**src/rtl/binario_a_bcd.sv**
```systemverilog
// Sequential 14-bit binary to 4-digit packed BCD converter (double-dabble, one shift per clock).
// Optional leap-year flag enabled by defining BINBCD_LEAP_EN; otherwise leap is tied low.
module binario_a_bcd (
    input  logic        clk,
    input  logic        rst,
    input  logic        start,
    input  logic [13:0] bin,
    output logic        busy,
    output logic        done,
    output logic [15:0] bcd,
    output logic        ovf,
    output logic        leap
);

    localparam logic [1:0] S_IDLE  = 2'd0;
    localparam logic [1:0] S_SHIFT = 2'd1;
    localparam logic [1:0] S_DONE  = 2'd2;

    logic [1:0]  state_q, state_d;
    logic [29:0] work_q, work_d;
    logic [29:0] work_adj, work_shl;
    logic [3:0]  cnt_q, cnt_d;
    logic        ovf_pend_q, ovf_pend_d;
    logic [15:0] bcd_q, bcd_d;
    logic        ovf_q, ovf_d;
    logic        accept, last_iter;

    assign accept    = (state_q == S_IDLE) && start;
    assign last_iter = (state_q == S_SHIFT) && (cnt_q == 4'd13);

    // Add-3 on every BCD nibble that is 5 or more, then shift the whole register.
    always_comb begin
        work_adj = work_q;
        for (int n = 0; n < 4; n++) begin
            if (work_q[14 + 4*n +: 4] >= 4'd5)
                work_adj[14 + 4*n +: 4] = work_q[14 + 4*n +: 4] + 4'd3;
        end
        work_shl = {work_adj[28:0], 1'b0};
    end

    always_comb begin
        state_d    = state_q;
        work_d     = work_q;
        cnt_d      = cnt_q;
        ovf_pend_d = ovf_pend_q;
        bcd_d      = bcd_q;
        ovf_d      = ovf_q;
        case (state_q)
            S_IDLE: begin
                if (start) begin
                    state_d    = S_SHIFT;
                    work_d     = {16'b0, bin};
                    cnt_d      = 4'd0;
                    ovf_pend_d = (bin > 14'd9999);
                end
            end
            S_SHIFT: begin
                work_d = work_shl;
                cnt_d  = cnt_q + 4'd1;
                if (cnt_q == 4'd13) begin
                    state_d = S_DONE;
                    bcd_d   = ovf_pend_q ? 16'h9999 : work_shl[29:14];
                    ovf_d   = ovf_pend_q;
                end
            end
            S_DONE:  state_d = S_IDLE;
            default: state_d = S_IDLE;
        endcase
    end

    always_ff @(posedge clk) begin
        if (rst) begin
            state_q    <= S_IDLE;
            work_q     <= 30'd0;
            cnt_q      <= 4'd0;
            ovf_pend_q <= 1'b0;
            bcd_q      <= 16'h0000;
            ovf_q      <= 1'b0;
        end else begin
            state_q    <= state_d;
            work_q     <= work_d;
            cnt_q      <= cnt_d;
            ovf_pend_q <= ovf_pend_d;
            bcd_q      <= bcd_d;
            ovf_q      <= ovf_d;
        end
    end

`ifdef BINBCD_LEAP_EN
    // The low binary bits give year % 4 directly; the century test uses (2*thousands + hundreds) % 4.
    logic [1:0] bin_lo_q, bin_lo_d;
    logic       leap_q, leap_d;
    logic [1:0] cent_mod;

    assign cent_mod = {work_shl[26], 1'b0} + work_shl[23:22];

    always_comb begin
        bin_lo_d = bin_lo_q;
        leap_d   = leap_q;
        if (accept)
            bin_lo_d = bin[1:0];
        if (last_iter)
            leap_d = !ovf_pend_q && (bin_lo_q == 2'd0) &&
                     ((work_shl[21:14] != 8'h00) || (cent_mod == 2'd0));
    end

    always_ff @(posedge clk) begin
        if (rst) begin
            bin_lo_q <= 2'd0;
            leap_q   <= 1'b0;
        end else begin
            bin_lo_q <= bin_lo_d;
            leap_q   <= leap_d;
        end
    end

    assign leap = leap_q;
`else
    assign leap = 1'b0;
`endif

    assign busy = (state_q != S_IDLE);
    assign done = (state_q == S_DONE);
    assign bcd  = bcd_q;
    assign ovf  = ovf_q;

endmodule
```
**config.mk**
```make
export PLATFORM = sky130hd
export DESIGN_NAME = binario_a_bcd
export DESIGN_NICKNAME = d
export VERILOG_FILES = /design/src/rtl/binario_a_bcd.sv
export SDC_FILE = /design/constraint.sdc
export NUM_CORES = 1
export LEC_CHECK = 0
export CAP_MARGIN = 25
export CELL_PAD_IN_SITES_DETAIL_PLACEMENT = 1
export CELL_PAD_IN_SITES_GLOBAL_PLACEMENT = 1
export CORE_MARGIN = 5
export CORE_UTILIZATION = 27
export DETAILED_ROUTE_END_ITERATION = 10
export PLACE_DENSITY = 0.58
export SYNTH_ARGS = -nofsm -noshare
export SYNTH_HDL_FRONTEND = slang
export SYNTH_SLANG_ARGS = --single-unit
```
**constraint.sdc**
```tcl
create_clock -name clk -period 1.95 [get_ports clk]
set_input_delay 0.585 -clock clk [delete_from_list [all_inputs] [get_ports clk]]
set_output_delay 0.585 -clock clk [all_outputs]
set_load 0.005 [all_outputs]
```
; ---- Word-level counts from Yosys, hierarchy flattened
; Cells that the tools add are included.
[word_totals]
ff_bits = 54
latchBits = 0
ramBits = 0
rom_bits = 0
inputBits = 17
wordCells = 40
n_memories = 0
[op_classes]
add_sub_neg = 5
mul = 0
div = 0
magnitude_cmp = 5
n_eq_ne = 5
n_shift = 0
n_mux = 12
bitwise_logic = 0
reduce_logical = 7
[ops]
columns = operator, n
row1 = 30-bit case mux with 2 select lines, 1
row2 = 30-bit 2-to-1 mux, 1
row3 = "4-bit by 3-bit greater-or-equal comparator with 1-bit output, second input constant", 4
row4 = 16-bit 2-to-1 mux, 1
row5 = 4-bit 2-to-1 mux, 4
row6 = "14-bit > comparator, second input constant", 1
row7 = "4-bit by 2-bit adder with 4-bit output, second input constant", 3
row8 = 4-bit case mux with 2 select lines, 1
row9 = 2-bit AND reduction, 4
row10 = "4-bit by 1-bit adder with 4-bit output, second input constant", 1
row11 = "4-bit equality test, second input constant", 1
row12 = 2-bit 2-to-1 mux, 2
row13 = 2-bit case mux with 2 select lines, 1
row14 = 2-bit nonzero test, 2
row15 = "3-bit by 2-bit adder with 3-bit output, second input constant", 1
row16 = 3-bit 2-to-1 mux, 1
row17 = "2-bit by 1-bit equality test with 1-bit output, second input constant", 1
row18 = "2-bit equality test, second input constant", 1
row19 = 2-bit zero test, 1
row20 = "2-bit by 1-bit != test with 1-bit output, second input constant", 1
row21 = "2-bit != test, second input constant", 1

; ---- Logic depth before layout (Yosys ltp)
; Gate-level depths: netlist of the first run.
[depth]
word_depth = 3
depth_mapped = 7
mapped_depth_nobuf = 6

; ---- Worst setup path after synthesis of the first run
; No wires, ideal clock.
[synth_timing]
path_kind = input port to flip-flop
start = in rst
end = reg work_q[17]
t_arrival_ns = 1.395
required_ns = 1.824
setup_slack_ns = 0.430
stages = 7
n_path_buf = 3
cell_sequence = buf_2 > inv_1 > and2_1 > buf_4 > buf_4 > nand2_1 > o21ai_0
[synth_rtl]
columns = item, line
row1 = start: declaration, 5  ; input logic rst,
row2 = end signal: assignment, 81  ; work_q <= work_d;
row3 = end: declaration, 20  ; logic [29:0] work_q, work_d;

; ---- Final worst setup path of the first run
[layout_timing]
start = reg state_q[0]
end = out busy
[layout_via]
elab_chain_len = 1
[layout_lines]
columns = item, line
row1 = start: declaration, 19  ; logic [1:0] state_q, state_d;
row2 = start signal: assignment, 80  ; state_q <= state_d;
row3 = 2-bit nonzero test, 122  ; assign busy = (state_q != S_IDLE);
row4 = end: declaration, 8  ; output logic busy,
; Every way passes these cells.

==> flow_summary.ini, run 1 <==
[drt]
wire_per_inst_um = 15.46
antenna_left = 0
vias = 2185
dr.pass1.iters = 4
drc_errors = 0
routed_wl_um = 6723
via_per_inst = 5.023
drtIter0Drc = 77

[place]
place.gp.congestion = 0.7039
hpwl_um = 4820
dp_cells = 427
port-buffer-count = 35

[clocking]
tritoncts = yes
numCtsBuffers = 5
root_buffer = clkbuf_8
clk_pin_slew_worst_paths_ps = 110
cts-htree-levels = 2
cts_buffer_depth = 2
clock-sinks = 54
holdBufCountCts = 0
clk-insertion-delay-late_ps = 320

[yosys]
synth.area.top_cells = dfxtp_1, o21ai_0, a21oi_1, ha_1, o221ai_1
yosys.area_share.xor_xnor_pct = 1.408
ys_top_cells_by_count = dfxtp_1, o21ai_0, a21oi_1
syn-cell-area_sq_mm = 0.002489
synthCells = 285
synth-edff-count = 0
synth_seq_cells = 54
synthMostInstantiatedCell = dfxtp_1
seq_area_frac_synth_pct = 43.44
syn_avg_cell_area_sq_um = 8.732
ys.flop_type = dfxtp_1
yosysTopAreaCellShare_pct = 43.44
synth_compound_area_share_pct = 24.13
syn_nets = 312
synth_fa_ha_area_share_pct = 5.028
muxShareOfSynthArea_pct = 2.162
synth-async-reset-ratio_pct = 0
synth_cell_type_count = 38
synth-simple-area-share_pct = 17.04
synth_top_family_by_area = compound AO/OA/AOI/OAI gates
synth.largest_area_cell = dfxtp_1
synth_warnings = 0

[layout]
drive_above_1_share_pct = 9.568
syn_to_final_growth_pct = 24.18
fill_cells = 1083
antenna-diode-count = 0
nets = 350
stdcell_count = 435

[timing]
finalMaxSlewViolations = 0
hold_viol = 0
finalSetupViolCount = 0
rsz0062_at_grt = no
fmax_ghz = 0.5501
period_minus_slack_ps = 1818
fin_setup_tns_ps = 0
fin_crit_sh_pct = 93.22
tightestPinTransition_ps = 580.0
skew_ps = 16.07
maxSlewHeadroom_pct = 61.29

[setup_path]
crit_end = busy
reg2reg_to = work_q[20]
worstSetupStartpointType = flip-flop
critPathRequiredTime_ps = 1360
reg2reg_depth = 6
startpoint = state_q[0]
r2r_slack_ps = 290
r2r_start = work_q[19]
cp-end-kind = output pin
timing_worst_setup_path_type = reg -> out
cp.arrival_ps = 1230
cp_max_fo = 3

[grt]
grt_pass1_wl_um = 11650
overflow = 0
antenna_found_initial = 0
grt_max_degree = 19
grt_pass1_vias = 2290
track_usage_pct = 12.78

[die]
die_area_sq_mm = 0.01124
rows = 35
die_y_um = 106.0
die_w_um = 106.0
start_util_pct = 27.32
core_sq_mm = 0.009109
ios = 37

[power]
leakage_uw = 0.001085
peakVddDrop_v = 0.0002934
power.density_mw_per_mm2 = 652.6

[run_status]
status = complete, no violations

[hold_path]
hp-class = reg -> reg
hold-path-cell-count = 2

[run]
max-cap-violations = 0
[kinds of logic after synthesis]
group                      Yosys count
and+or+nand+nor                     82
muxes                                5
other                                1
AOI/OAI and AO/OA                   96
DFF                                 54
buffers and inverters               33
xor gates and xnor gates             4
adders and majority gates           10
[per-stage QoR]
| step | cell area [sq um] | hold slack [ps] | setup slack [ps] | util (%) | total power [uW] |
|---|---|---|---|---|---|
| 2_1_floorplan | 2489 | 438.1 | 429.8 | - | 1287 |
| 6_report | 3090 | 470.0 | 132.3 | 33.93 | 2017 |
| 3_3_place_gp | 2999 | 452.1 | 14.79 | 32.93 | 1378 |
| 3_5_place_dp | 2999 | 458.3 | 1.693 | 32.93 | 1380 |
| 5_1_grt | 3090 | 499.2 | 91.66 | 33.93 | 2114 |
| 4_1_cts | 3090 | 474.9 | 111.2 | 33.93 | 2050 |
[layer usage]
metal | up-vias | track usage [%] | wire (um)
met5 | - | 0 | 0
met4 | 0 | 3.700 | 68
met3 | 4 | 2.125 | 100
met2 | 16 | 21.95 | 3328
met1 | 1065 | 16.49 | 3226
li1 | 1100 | - | -
[registers in the layout, indices dropped and copies added, names as in the netlist]
name / cells
ovf: 1
state_q: 2
ovf_pend_q: 1
cnt_q: 4
work_q: 30
bcd: 16
[where the power goes]
part	internal [uW]	switching (uW)	total, uW
registers	1130	25.5	1160
clock network	258	407	665
logic	90.9	102	193
[critical path, stage by stage (launching register included)]
cell           delay (ps)
dfxtp_1               330
or2_2                 320
dlygate4sd2_1         270
[repair_timing]
item                       in CTS  in global routing
buffers inserted                0                  0
gates resized for setup         3                  0
setup endpoints to repair       2                  0
[cell usage in the layout (no fill, tap or decap), drive strengths merged, types with 4 or more instances in the layout]
| master | synthesis | routed |
|---|---|---|
| buf | 12 | 14 |
| o221ai | 13 | 13 |
| ha | 10 | 10 |
| nor3b | 7 | 7 |
| nor3 | 4 | 4 |
| o21ai | 36 | 36 |
| clkdlybuf4s50 | 0 | 33 |
| inv | 15 | 16 |
| nand3 | 10 | 10 |
| nor2 | 21 | 21 |
| nand2b | 5 | 5 |
| clkbuf | 6 | 5 |
| or3 | 13 | 13 |
| a311oi | 5 | 5 |
| nand2 | 18 | 18 |
| xnor2 | 4 | 4 |
| dfxtp | 54 | 54 |
| a21oi | 27 | 27 |
[how the worst min path moves through the flow]
stage	startpoint	slack (ps)	to
after global placement	ovf	450	ovf
final	ovf	470	ovf
after floorplan	work_q[29]	440	work_q[29]
after detailed placement	ovf	460	ovf
after CTS	ovf	470	ovf
after global routing	ovf	500	ovf
[cell type report]
class                           count  area, sq um  share of cell area (%)
Multi-Input combinational cell    198         1242                   40.20
Sequential cell                    54         1082                   35.02
Timing Repair Buffer               49        478.0                   15.47
Tap cell                          111        138.9                   4.494
Clock buffer                        5        68.82                   2.227
Inverter                           15        56.30                   1.822
Clock inverter                      3        23.77                  0.7692
No activity file was read; power rests on OpenSTA's default activity.
==> run 2: changes to the inputs <==
--- a/config.mk
+++ b/config.mk
@@ -11,7 +11,8 @@
 export CORE_MARGIN = 5
 export CORE_UTILIZATION = 27
 export DETAILED_ROUTE_END_ITERATION = 10
-export PLACE_DENSITY = 0.58
+export DONT_BUFFER_PORTS = 1
+export PLACE_DENSITY = 0.51
 export SYNTH_ARGS = -nofsm -noshare
 export SYNTH_HDL_FRONTEND = slang
 export SYNTH_SLANG_ARGS = --single-unit
==> run 2 against run 1 <==
  * First-iteration DRC count up 36%
  * Clock skew down 1.8 ps
  * Largest power group unchanged
  * Sequential power about the same
  * Largest cell class unchanged
  * Worst hold slack got worse by 160 ps
==> flow_summary.ini, run 2 (synthesized netlist as in run 1, its figures left out) <==
[place]
hpwl_um = 4493
dp_cells = 387
place.gp.congestion = 0.7074
port-buffer-count = 0

[layout]
regMostFlops = work_q
antenna-diode-count = 0
stdcell_count = 395
nets = 310
syn_to_final_growth_pct = 8.597
final_cell_mix = dfxtp_1, o21ai_0, a21oi_1
largest_reg_flops = 30
final_common_cell = dfxtp_1
drive_above_1_share_pct = 8.803
utilization_pct = 29.67

[setup_path]
r2r_slack_ps = 360
reg2reg_to = work_q[16]
crit_end = busy
reg2reg_depth = 6
cp-end-kind = output pin
cp_max_fo = 14
worstSetupStartpointType = flip-flop
critPathRequiredTime_ps = 1360
r2r_start = work_q[15]
timing_worst_setup_path_type = reg -> out
startpoint = state_q[1]
cp.arrival_ps = 1240

[clocking]
clk-insertion-delay-late_ps = 320
holdBufCountCts = 0
clock-sinks = 54
numCtsBuffers = 5
tritoncts = yes
root_buffer = clkbuf_8
post_cts_buffers = 0
cts_buffer_depth = 2
cts-htree-levels = 2
cts_resized = 0
clk_pin_slew_worst_paths_ps = 110

[timing]
maxSlewHeadroom_pct = 63.33
timing.hold.ws_ps = 314.8
fin_crit_sh_pct = 93.45
fin_setup_tns_ps = 0
period_minus_slack_ps = 1822
hold_viol = 0
tightestPinTransition_ps = 549.5
skew_ps = 14.28
finalSetupViolCount = 0
fmax_ghz = 0.5487
finalMaxSlewViolations = 0
rsz0062_at_grt = no

[hold_path]
hp-class = in -> reg

[die]
ios = 37
start_util_pct = 27.32
die_w_um = 106.0
die_area_sq_mm = 0.01124
core_sq_mm = 0.009109
rows = 35
die_y_um = 106.0

[grt]
grt_pass1_vias = 1985
track_usage_pct = 11.60
antenna_found_initial = 0
grt_pass1_wl_um = 10540
grt_max_degree = 19
overflow = 0

[power]
peakVddDrop_v = 0.0002628
leakage_uw = 0.0009337
power.total_uw = 2083
power.density_mw_per_mm2 = 770.7

[run_status]
status = complete, no violations

[drt]
drtIter0Drc = 105
drc_errors = 0
wire_per_inst_um = 16.05
dr.pass1.iters = 4
via_per_inst = 5.172
routed_wl_um = 6338
vias = 2043
antenna_left = 0

[run]
max-cap-violations = 0
-- run 2: cell count changes in the layout (fill, tap and decap cells not counted), moves of 2 or more --
| cell | delta |
|---|---|
| dlygate4sd2_1 | -2 |
| buf_12 | -2 |
| clkinvlp_4 | -2 |
| buf_4 | -3 |
| clkdlybuf4s50_1 | -33 |
-- run 2: where the power goes --
group	switching (uW)	total [uW]	internal, uW
Clock	401	791	390
Sequential	27.3	1160	1130
Combinational	79.3	130	51.1
-- run 2: final cells by class --
| type | instances | area [sq um] |
|---|---|---|
| sequential | 54 | 1081 |
| timing repair buffer | 9 | 67.56 |
| tap | 111 | 138.9 |
| inverter | 15 | 56.30 |
| clock inverter | 3 | 47.55 |
| clock buffer | 5 | 68.82 |
| multi-input combinational | 198 | 1242 |
| fill | 1080 | 6406 |
-- run 2: per-layer routing --
layer	track usage, %	routed length [um]	share of wire [%]	up-vias
li1	-	-	-	1022
met1	15.01	3029	48	999
met2	19.26	3073	48	17
met3	2.732	169	2.7	5
met4	3.330	65	1.0	0
met5	0	0	0	-
-- run 2: critical path, cell delays in order, from the launching register on --
cell     delay (ps)
dfxtp_1         400
buf_4           210
or2_2           320
-- run 2: through the flow --
| stage | cell area (sq um) | worst slack, ps |
|---|---|---|
| after detailed placement | 2586 | 358.3 |
| after global routing | 2703 | 72.31 |
| after floorplan | 2489 | 429.8 |
| after global placement | 2586 | 449.8 |
| final | 2703 | 127.6 |
| after CTS | 2703 | 109.1 |
-- run 2: worst min-delay path by stage --
| stage | to | start | slack, ps | depth (start not counted) |
|---|---|---|---|---|
| after floorplan | work_q[29] | work_q[29] | 440 | 2 |
| after global placement | work_q[15] | work_q[15] | 460 | 2 |
| after detailed placement | work_q[27] | work_q[27] | 460 | 1 |
| after CTS | ovf | rst | 310 | 1 |
| after global routing | ovf | rst | 290 | 1 |
| final | ovf | rst | 310 | 1 |
==> run 3: changes to the inputs <==
--- a/config.mk
+++ b/config.mk
@@ -9,10 +9,10 @@
 export CELL_PAD_IN_SITES_DETAIL_PLACEMENT = 1
 export CELL_PAD_IN_SITES_GLOBAL_PLACEMENT = 1
 export CORE_MARGIN = 5
-export CORE_UTILIZATION = 27
+export CORE_UTILIZATION = 47
 export DETAILED_ROUTE_END_ITERATION = 10
 export DONT_BUFFER_PORTS = 1
-export PLACE_DENSITY = 0.51
+export PLACE_DENSITY = 0.79
 export SYNTH_ARGS = -nofsm -noshare
 export SYNTH_HDL_FRONTEND = slang
 export SYNTH_SLANG_ARGS = --single-unit
==> run 3 against run 2 <==
  * Die area shrank 39%
  * Via count grew 1.1%
  * Register-to-register slack lost 90 ps
  * Final area shrank 3.5%
  * Critical path type unchanged
  * Highest routed layer unchanged
==> flow_summary.ini, run 3 (synthesized netlist as in run 1, its figures left out) <==
[timing]
finalMaxSlewViolations = 0
skew_ps = 9.320
hold_viol = 0
fin_crit_sh_pct = 86.16
finalSetupViolCount = 0
fmax_ghz = 0.5952
maxSlewHeadroom_pct = 61.49
tightestPinTransition_ps = 576.1
rsz0062_at_grt = no
period_minus_slack_ps = 1680
fin_setup_tns_ps = 0

[grt]
grt_pass1_wl_um = 10260
grt_max_degree = 19
overflow = 0
grt_pass1_vias = 2108
antenna_found_initial = 0
track_usage_pct = 19.68

[die]
die_y_um = 82.77
ios = 37
die_area_sq_mm = 0.006850
core_sq_mm = 0.005140
rows = 26
die_w_um = 82.77
start_util_pct = 48.42

[layout]
largest_reg_flops = 30
final_common_cell = dfxtp_1
antenna-diode-count = 0
drive_above_1_share_pct = 8.185
final_area_sq_mm = 0.002609
regMostFlops = work_q
syn_to_final_growth_pct = 4.826
final_cell_mix = dfxtp_1, o21ai_0, a21oi_1
nets = 307

[clocking]
cts_buffer_depth = 2
holdBufCountCts = 0
tritoncts = yes
clk-insertion-delay-late_ps = 320
clk_pin_slew_worst_paths_ps = 100
root_buffer = clkbuf_8
cts-htree-levels = 2
numCtsBuffers = 5
clock-sinks = 54

[setup_path]
r2r_slack_ps = 270
critPathRequiredTime_ps = 1360
reg2reg_to = bcd[9]
timing_worst_setup_path_type = reg -> out
r2r_start = cnt_q[0]
cp_max_fo = 13
cp-end-kind = output pin
worstSetupStartpointType = flip-flop
cp.arrival_ps = 1100
reg2reg_depth = 5

[place]
port-buffer-count = 0
place.gp.congestion = 0.7788
dpl-instance-area_sq_mm = 0.002505
hpwl_um = 4289

[run_status]
status = complete, no violations

[drt]
drtIter0Drc = 94
routed_wl_um = 6069
antenna_left = 0
via_per_inst = 5.883
dr.pass1.iters = 4
drc_errors = 0
vias = 2065
wire_per_inst_um = 17.29

[hold_path]
hp-class = in -> reg
hp-start = rst
hold-path-cell-count = 1
min_to = work_q[0]

[power]
peakVddDrop_v = 0.0003358
leakage_uw = 0.0009087
power.density_mw_per_mm2 = 742.9

[run]
max-cap-violations = 0
## run 3: cell types whose count changed in the layout (fill, tap and decap cells not counted), sizes merged
cell | before | now
bufinv | 1 | 0
inv | 16 | 14
clkinvlp | 0 | 1
buf | 9 | 6
clkbuf | 5 | 7
## run 3: what timing repair did
action | 4_1_cts | 5_1_grt
buffers inserted | 1 | 0
endpoints found under the setup margin | 1 | 6
pin swaps | 0 | 0
gates resized for setup | 1 | 1
## run 3: how the worst max path moves through the flow
stage | start | to | slack, ps | cells past startpoint
after floorplan | rst | work_q[17] | 430 | 7
after global placement | state_q[1] | cnt_q[1] | 260 | 3
after detailed placement | state_q[1] | work_q[21] | 90 | 3
after CTS | state_q[1] | done | 80 | 2
after global routing | cnt_q[0] | bcd[6] | 100 | 5
final | state_q[1] | done | 270 | 2
## run 3: metal layers
layer / routed length, um / GRT usage (%) / up-vias
met5: 0 / 0 / -
met4: 94 / 7.190 / 0
met3: 260 / 5.423 / 10
met2: 2881 / 31.25 / 23
met1: 2832 / 25.50 / 1015
li1: - / - / 1017
## run 3: final cells by class
cell class | instances | area (sq um)
Clock buffer | 7 | 86.33
Timing Repair Buffer | 6 | 45.04
Fill cell | 628 | 2531
Inverter | 15 | 60.06
Clock inverter | 1 | 5.005
Tap cell | 70 | 87.58
Multi-Input combinational cell | 198 | 1242
Sequential cell | 54 | 1082
## run 3: worst max-delay path, stage by stage (launching register included)
cell and delay [ps]:
dfxtp_2 480, clkinvlp_4 150, nor2_1 150
## run 3: power breakdown
group | switching (uW) | total (uW) | internal [uW]
Clock | 364 | 652 | 287
Combinational | 77.3 | 126 | 48.4
Sequential | 27.0 | 1160 | 1130
Total | 469 | 1940 | 1470
## run 3: metrics by stage
step / setup WS (ps) / utilization (%) / std cells / hold slack, ps / total power [uW]
after floorplan: 429.8 / - / 285 / 438.1 / 1287
after global routing: 102.7 / 50.75 / 351 / 302.5 / 2026
after detailed placement: 93.08 / 48.73 / 342 / 468.5 / 1310
final: 269.8 / 50.75 / 351 / 324.0 / 1938
after CTS: 75.83 / 50.73 / 351 / 314.3 / 1955
after global placement: 262.6 / 48.73 / 342 / 461.0 / 1306
